### src/rtl/ccd_timing_pkg.sv
// rtl/ccd_timing_pkg.sv - shared state type and pixel-phase constants for the CCD timing generator
package ccd_timing_pkg;

  typedef enum logic [1:0] {IDLE, SH, READ} state_e;

  localparam logic [15:0] RS_START   = 16'd0;
  localparam logic [15:0] RS_END     = 16'd3;
  localparam logic [15:0] CP_START   = 16'd4;
  localparam logic [15:0] CP_END     = 16'd7;
  localparam logic [15:0] P1_END     = 16'd31;
  localparam logic [15:0] CS_LO      = 16'd20;
  localparam logic [15:0] CS_HI      = 16'd56;
  localparam logic [15:0] SCLK_START = 16'd22;
  localparam logic [15:0] SCLK_END   = SCLK_START + 16'd30;
  localparam logic [15:0] PIX_STB    = 16'd56;
  localparam logic [15:0] STB_LEN    = 16'd4;

  function automatic logic in_range(input logic [15:0] v, input logic [15:0] lo,
                                    input logic [15:0] hi);
    return (v >= lo) && (v <= hi);
  endfunction

  // sclk pulses land on even phases because SCLK_START is even
  function automatic logic sclk_phase(input logic [15:0] p);
    return in_range(p, SCLK_START, SCLK_END) && !p[0];
  endfunction

endpackage

### src/rtl/ccd_timing_adc_rx.sv
// rtl/ccd_timing_adc_rx.sv - ADC chip select, serial clock and MSB-first shift-in per pixel
module ccd_adc_rx
  import ccd_timing_pkg::*;
(
  input  logic        clk_i,
  input  logic        rst_n_i,
  input  logic        act_i,
  input  logic [15:0] phase_i,
  input  logic        act_nxt_i,
  input  logic [15:0] phase_nxt_i,
  input  logic        sdo_i,
  output logic        cs_o,
  output logic        sclk_o,
  output logic [15:0] sr_o,
  output logic        done_o
);

  logic        cs_q;
  logic        sclk_q;
  logic        done_q;
  logic [15:0] sr_q;

  // cs/sclk are decoded from the next phase so the registered pins line up with phase_i
  always_ff @(posedge clk_i or negedge rst_n_i) begin
    if (!rst_n_i) begin
      cs_q   <= 1'b1;
      sclk_q <= 1'b0;
      sr_q   <= 16'h0000;
      done_q <= 1'b0;
    end else begin
      cs_q   <= !(act_nxt_i && in_range(phase_nxt_i, CS_LO, CS_HI - 16'd1));
      sclk_q <= act_nxt_i && sclk_phase(phase_nxt_i);
      if (act_i && sclk_phase(phase_i)) begin
        sr_q <= {sr_q[14:0], sdo_i};
      end
      if (act_i && (phase_i == SCLK_END)) begin
        done_q <= 1'b1;
      end else if (!act_nxt_i || (phase_nxt_i == 16'd0)) begin
        done_q <= 1'b0;
      end
    end
  end

  assign cs_o   = cs_q;
  assign sclk_o = sclk_q;
  assign sr_o   = sr_q;
  assign done_o = done_q;

endmodule

### src/rtl/ccd_timing.sv
// rtl/ccd_timing.sv - line FSM, pixel/phase counters and CCD waveforms for a two-phase linear CCD
module ccd_timing
  import ccd_timing_pkg::*;
#(
  parameter int PIX_CLKS = 64,
  parameter int N_PIX    = 2100,
  parameter int SH_CLKS  = 80,
  parameter int SH_GUARD = 16
) (
  input  logic        clk_80M,
  input  logic        rst_n,
  input  logic        en,
  input  logic        cal_mode,
  output logic        ccd_p1,
  output logic        ccd_p2,
  output logic        ccd_sh,
  output logic        ccd_rs,
  output logic        ccd_cp,
  output logic        adc_cs,
  output logic        adc_sclk,
  input  logic        adc_sdo,
  output logic        pix_clk,
  output logic [15:0] pix_data
);

  localparam logic [15:0] SH_LAST  = 16'(2 * SH_GUARD + SH_CLKS - 1);
  localparam logic [15:0] SH_ON    = 16'(SH_GUARD);
  localparam logic [15:0] SH_OFF   = 16'(SH_GUARD + SH_CLKS - 1);
  localparam logic [15:0] PIX_LAST = 16'(PIX_CLKS - 1);
  localparam logic [15:0] LAST_PIX = 16'(N_PIX - 1);

  state_e      state_q, state_d;
  logic [15:0] c_q, c_d;
  logic [15:0] pix_q, pix_d;
  logic        cal_q, cal_d;

  logic        p1_q, p1_d;
  logic        p2_q, p2_d;
  logic        sh_q, sh_d;
  logic        rs_q, rs_d;
  logic        cp_q, cp_d;
  logic        pclk_q, pclk_d;
  logic [15:0] pix_data_q;
  logic        rd_d;
  logic        ld_d;

  logic        adc_done;
  logic [15:0] adc_sr;

  // c counts SH-phase clocks in SH and the pixel phase in READ
  always_comb begin
    state_d = state_q;
    c_d     = c_q;
    pix_d   = pix_q;
    cal_d   = cal_q;
    unique case (state_q)
      IDLE: begin
        if (en) begin
          state_d = SH;
          c_d     = 16'd0;
          cal_d   = cal_mode;
        end
      end
      SH: begin
        if (c_q == SH_LAST) begin
          state_d = READ;
          c_d     = 16'd0;
          pix_d   = 16'd0;
        end else begin
          c_d = c_q + 16'd1;
        end
      end
      READ: begin
        if (c_q == PIX_LAST) begin
          c_d = 16'd0;
          if (pix_q == LAST_PIX) begin
            if (en) begin
              state_d = SH;
              cal_d   = cal_mode;
            end else begin
              state_d = IDLE;
            end
          end else begin
            pix_d = pix_q + 16'd1;
          end
        end else begin
          c_d = c_q + 16'd1;
        end
      end
      default: state_d = IDLE;
    endcase

    rd_d   = (state_d == READ);
    p1_d   = !rd_d || (c_d <= P1_END);
    p2_d   = !p1_d;
    sh_d   = (state_d == SH) && in_range(c_d, SH_ON, SH_OFF);
    rs_d   = rd_d && (c_d <= RS_END);
    cp_d   = rd_d && in_range(c_d, CP_START, CP_END);
    pclk_d = rd_d && in_range(c_d, PIX_STB, PIX_STB + STB_LEN - 16'd1);
    ld_d   = rd_d && (c_d == PIX_STB) && (cal_q || adc_done);
  end

  always_ff @(posedge clk_80M or negedge rst_n) begin
    if (!rst_n) begin
      state_q    <= IDLE;
      c_q        <= 16'd0;
      pix_q      <= 16'd0;
      cal_q      <= 1'b0;
      p1_q       <= 1'b1;
      p2_q       <= 1'b0;
      sh_q       <= 1'b0;
      rs_q       <= 1'b0;
      cp_q       <= 1'b0;
      pclk_q     <= 1'b0;
      pix_data_q <= 16'h0000;
    end else begin
      state_q <= state_d;
      c_q     <= c_d;
      pix_q   <= pix_d;
      cal_q   <= cal_d;
      p1_q    <= p1_d;
      p2_q    <= p2_d;
      sh_q    <= sh_d;
      rs_q    <= rs_d;
      cp_q    <= cp_d;
      pclk_q  <= pclk_d;
      if (ld_d) begin
        pix_data_q <= cal_q ? pix_q : adc_sr;
      end
    end
  end

  ccd_adc_rx u_adc_rx (
    .clk_i       (clk_80M),
    .rst_n_i     (rst_n),
    .act_i       (state_q == READ),
    .phase_i     (c_q),
    .act_nxt_i   (rd_d),
    .phase_nxt_i (c_d),
    .sdo_i       (adc_sdo),
    .cs_o        (adc_cs),
    .sclk_o      (adc_sclk),
    .sr_o        (adc_sr),
    .done_o      (adc_done)
  );

  assign ccd_p1   = p1_q;
  assign ccd_p2   = p2_q;
  assign ccd_sh   = sh_q;
  assign ccd_rs   = rs_q;
  assign ccd_cp   = cp_q;
  assign pix_clk  = pclk_q;
  assign pix_data = pix_data_q;

endmodule

### config.mk
export PLATFORM = sky130hd
export DESIGN_NAME = ccd_timing
export DESIGN_NICKNAME = d
export VERILOG_FILES = /design/src/rtl/ccd_timing_pkg.sv /design/src/rtl/ccd_timing_adc_rx.sv /design/src/rtl/ccd_timing.sv
export SDC_FILE = /design/constraint.sdc
export NUM_CORES = 1
export LEC_CHECK = 0
export ABC_AREA = 1
export CAP_MARGIN = 20
export CORE_MARGIN = 1.5
export CORE_UTILIZATION = 35
export CTS_CLUSTER_SIZE = 16
export DETAILED_ROUTE_END_ITERATION = 12
export PLACE_DENSITY = 0.52
export SLEW_MARGIN = 15
export SYNTH_ARGS = -nofsm -noshare
export SYNTH_HDL_FRONTEND = slang
export SYNTH_SLANG_ARGS = --single-unit
### constraint.sdc
create_clock -name clk_80M -period 3 [get_ports clk_80M]
set_input_delay 0.3 -clock clk_80M [delete_from_list [all_inputs] [get_ports clk_80M]]
set_output_delay 0.3 -clock clk_80M [all_outputs]
set_load 0.005 [all_outputs]
Word level (Yosys, flattened, before mapping)
Index checks and enable logic that the tools add are counted.
W data, S select, Z words.
- logic and storage cells: 98
- input bits: 5
- register bits: 76
- output and inout bits: 24
- add/sub/neg operators: 2
- reduce and logical (&&, ||, !) cells: 33
- magnitude comparators: 14
- equality and inequality tests: 13
- multiplexer cells: 21
- operators with widths (kind ; number):
    $mux W16 ; 7
    $ge A16 B5 Y1 const B ; 4
    $le A16 B6 Y1 const B ; 4
    $eq A16 B6 Y1 const B ; 3
    $pmux W16 S3 ; 1
    $add A16 B1 Y16 const B ; 2
    $pmux W16 S2 ; 1
    $logic_and A1 B1 Y1 ; 18
    $eq A16 B12 Y1 const B ; 1
    $eq A16 B7 Y1 const B ; 1
    $ge A16 B3 Y1 const B ; 1
    $ge A16 B6 Y1 const B ; 1
    $le A16 B2 Y1 const B ; 1
    $le A16 B3 Y1 const B ; 1
    $le A16 B5 Y1 const B ; 1
    $le A16 B7 Y1 const B ; 1
    $logic_not A16 Y1 ; 1
    $mux W2 ; 4
    $ne A2 B2 Y1 const B ; 4
    $mux W1 ; 6
    $pmux W2 S3 ; 1
    $reduce_bool A2 Y1 ; 3
    $logic_not A1 Y1 ; 5
    $eq A2 B1 Y1 const B ; 2
    6 further kinds ; 9

Depth between registers and ports, before layout
- word-level depth: 9
- gate-level depth with buffers: 17

Modules after synthesis
A second synthesis with hierarchy kept.
- cell total of the unflattened synthesis: 644
- area, all modules: 4619.4 µm²
- modules (own cells, without submodules) (module ; cells each ; area an instance (µm²) ; times used):
    ccd_timing ; 508 ; 3633.5 ; 1
    ccd_adc_rx ; 136 ; 985.9 ; 1

Least setup slack after synthesis
Ideal clock, no wire load.
- path type: register -> register
- from: register c_q[0]
- to: register pix_data_q[10], in the netlist pix_data[10]
- setup time: 0.117 ns
- path slack: 0.875 ns
- arrival: 2.008 ns
- stages on the path, launching flop included: 15
- cells stage by stage: dfrtp_1 ha_1 nand3_1 nor2_1 nand2_1 nand2_2 nand2_4 nand3_1 nand2_1 nand3_2 nor2_2 nand3_2 buf_2 nand2_1 nand2_1
- cells in the longest elaborated chain, start to end: 6
- ends and longest elaborated chain (element ; RTL line ; text):
    start, declared ; ccd_timing.sv:33 ; logic [15:0] c_q, c_d;
    start signal, assigned ; ccd_timing.sv:106 ; c_q <= 16'd0;
    start signal, assigned ; ccd_timing.sv:118 ; c_q <= c_d;
    $add A16 B1 Y16 (tied with other cells) ; ccd_timing.sv:70, ccd_timing.sv:87 ;
    $mux W16 (on tied branches) ; ccd_timing.sv:74, ccd_timing.sv:65 ;
    $pmux W16 S3 * ; ccd_timing.sv:56 ; unique case (state_q)
    named net c_d[5] ; ccd_timing.sv:33 ;
    $eq A16 B6 Y1 * ; ccd_timing.sv:100 ; ld_d = rd_d && (c_d == PIX_STB) && (cal_q || adc_done);
    $logic_and A1 B1 Y1 * (2 in series) ; ccd_timing.sv:100 ;
    end signal, assigned ; ccd_timing.sv:128 ; pix_data_q <= cal_q ? pix_q : adc_sr;
    end, declared ; ccd_timing.sv:43 ; logic [15:0] pix_data_q;
Mark *: on every way through the listed nets, which the timed path passes. The rest lies on a longest branch.
A chain may end at the register's enable or synchronous reset.

Worst setup path after layout
- from: register state_q[1]
- to: register pix_data_q[6], in the netlist pix_data[6]
- RTL lines (element ; RTL line ; text):
    start, declared ; ccd_timing.sv:32 ; state_e state_q, state_d;
    start signal, assigned ; ccd_timing.sv:117 ; state_q <= state_d;
    $eq A2 B2 Y1 (tied with other cells) ; ccd_timing.sv:56 ;
    $pmux W16 S3 * ; ccd_timing.sv:56 ;
    named net c_d[4] ; ccd_timing.sv:33 ;
    $eq A16 B6 Y1 * ; ccd_timing.sv:100 ;
    $logic_and A1 B1 Y1 * (2 in series) ; ccd_timing.sv:100 ;
Marks and branches as above.

==> flow_summary.ini <==
[finish]
final_cell_mix = nand2_1 (177), dfrtp_1 (74), inv_1 (67)
antenna-diode-count = 0
drive_gt1_share_pct = 10.93
fillers = 1214
syn_to_final_growth_pct = 19.78
fin_area_sq_um = 5092
final_nets = 616
layout_commonest_cell = nand2_1

[sta]
final.setup_skew_ns = 0.008275
drv_slew = 0
rsz0062_at_grt = no
fmax_mhz = 372.4
max_slew_margin_pct = 43.67
finalSetupViolations = 0
setup_ws_ns = 0.3145
fin_crit_ns = 2.686
fin_crit_sh_pct = 89.52
worst_pin_slew_ns = 0.8404
hold_viol = 0
setup_tns_ns = 0

[yosys]
synthesis.nets = 579
synthCells = 571
synthAdderAreaFrac_pct = 0.8829
ys.flop_type = dfrtp_1
avgSynthCellArea_sq_um = 7.446
synth_top_family_by_area = simple AND/OR/NAND/NOR gates
synthXorXnorAreaFrac_pct = 1.648
synth-compound-area-share_pct = 9.123
synth_edf_count = 0
synth-simple-area-share_pct = 34.58
synth_mux_area_share_pct = 0.7946
synth_cell_types = 35
yosysSeqAreaShare_pct = 44.79
synth-seq-cells = 76
async_flop_share_pct = 100.0
ys_warn_count = 0
syn_area_sq_um = 4252

[clock_network]
clk_latency_ns = 0.34
cts_sinks = 76
cts_max_level = 3
cts_root_buf = clkbuf_16
clk_path_buf_depth = 2
postCtsResizedCells = 0
cts_buffers = 9
cts.clk_slew.worst_paths_ns = 0.06
cts_hold_buf = 0
cts_tree = done
postCtsSetupRepairBufs = 0

[power]
vdd_drop_max_mv = 0.4283
p_per_area_nw_per_um2 = 460.8
p_leak_nw = 2.422

[floorplan]
fp.dieW_um = 113.2
fp.coreArea_sq_um = 11910
die_area_sq_um = 12820
start_util_pct = 35.69
ios = 29
rows = 40
fp.dieH_um = 113.2

[setup_path]
cp-startpoint = state_q[1]
critPathKind = reg -> reg
cp.arrival_ns = 2.92
critPathRequiredTime_ns = 3.23
worstPathMaxFanout = 16
r2r_start = state_q[1]
start_kind = flip-flop
endpoint_kind = flip-flop

[placement]
dp_hpwl_mm = 7.589
place_ws_ns = 0.1125
gp_congestion = 0.9105
postPlaceCellArea_sq_um = 4713
port_buffers = 28

[global_routing]
grt_pass1_wl_mm = 18.09
overflow = 0
antenna_found_initial = 0
grt_max_degree = 77
first_global_vias = 3672
grt_usage_pct = 17.77

[detailed_routing]
ant_nets = 0
num_vias = 3790
wl_per_cell_um = 13.74
drc = 0
dr.first_iter.drc_count = 229
routed_wl_mm = 10.45
drt_pass1_iterations = 5
via_per_inst = 4.987

[outcome]
outcome = complete, no violations

[hold_path]
hold_path.class = in -> async

[run]
maxCapViolCount = 0
-- worst max-delay path, stage by stage, from the launching register on --
cell and delay, ns:
dfrtp_1 0.45, inv_2 0.08, nor2_2 0.08, nor3_2 0.70
inv_2 0.14, nor2_1 0.12, inv_1 0.04, nand2_1 0.16
nand3_2 0.12, nor2_2 0.14, nand3_2 0.32, nand2_1 0.16
nand2_1 0.07
-- cells by family after synthesis --
family / Yosys count
flops: 76
compound gates: 69
mux: 3
buf+inv: 87
xor+xnor: 8
fa+ha+maj: 3
simple gates: 325
-- sequential cells by signal, summed over array words and instances, names as in the netlist, 2 cells and up --
name           flops
pix_data          16
c_q               16
state_q            2
u_adc_rx.sr_o     16
pix_q             16
-- final timing paths --
kind / endpoint / slack (ns) / cells after the start
max: pix_data[6] / 0.31 / 12
min: pix_q[10] / 0.45 / 2
max reg2reg: pix_data[6] / 0.31 / 12
min reg2reg: pix_data[14] / 0.48 / 2
max in group asynchronous: u_adc_rx.cs_o / 1.91 / 3
min in group clk_80M: pix_data[14] / 0.48 / 2
-- per-layer routing --
metal  track usage, %  part of all wire (%)  vias up
met5                0                     0        -
met2            29.70                    48       88
met4            8.000                   2.4        0
met3            3.214                   3.8       19
met1            22.46                    46     1775
li1                 -                     -     1908
-- per-stage QoR --
step / hold WS, ns / utilization [%] / std cells / power [mW]
floorplan: 0.004409 / - / 571 / 1.064
global placement: 0.4653 / 39.57 / 742 / 1.096
detailed placement: 0.4655 / 39.57 / 742 / 1.097
CTS: 0.1838 / 42.44 / 758 / 2.370
global route: 0.4954 / 42.75 / 760 / 2.426
finish: 0.4539 / 42.75 / 760 / 2.346
-- where the power goes --
part           internal [mW]  switching (mW)  total (mW)
registers               1.03         0.00304        1.03
clock network          0.816           0.448        1.26
logic                 0.0161          0.0345      0.0506
-- synthesized netlist by cell type, types with 3 or more instances --
cell / count / area share (%)
nand2_1: 177 / 16
dfrtp_1: 74 / 44
inv_1: 67 / 5.9
nor2_1: 45 / 4.0
o21ai_0: 45 / 5.3
nand3_1: 39 / 4.6
nor3_1: 20 / 2.4
nand4_1: 11 / 1.6
nor2_2: 8 / 1.2
clkbuf_1: 7 / 0.62
inv_2: 7 / 0.62
nand2_2: 7 / 1.0
o31ai_1: 7 / 1.2
a21oi_1: 6 / 0.71
nand3_2: 6 / 1.4
xor2_1: 6 / 1.2
nor2_4: 4 / 1.1
nor4_1: 4 / 0.59
o211ai_1: 4 / 0.71
a21o_1: 3 / 0.53
ha_1: 3 / 0.88
mux2_2: 3 / 0.79
-- cell type report --
| class | count | area, sq um | area share, % |
|---|---|---|---|
| Sequential cell | 76 | 1904 | 37.40 |
| Inverter | 75 | 281.5 | 5.528 |
| Timing Repair Buffer | 38 | 375.4 | 7.371 |
| Tap cell | 147 | 183.9 | 3.612 |
| Clock inverter | 6 | 112.6 | 2.211 |
| Multi-Input combinational cell | 408 | 2006 | 39.39 |
| Clock buffer | 10 | 229.0 | 4.496 |
(Power assumes the default switching activity.)
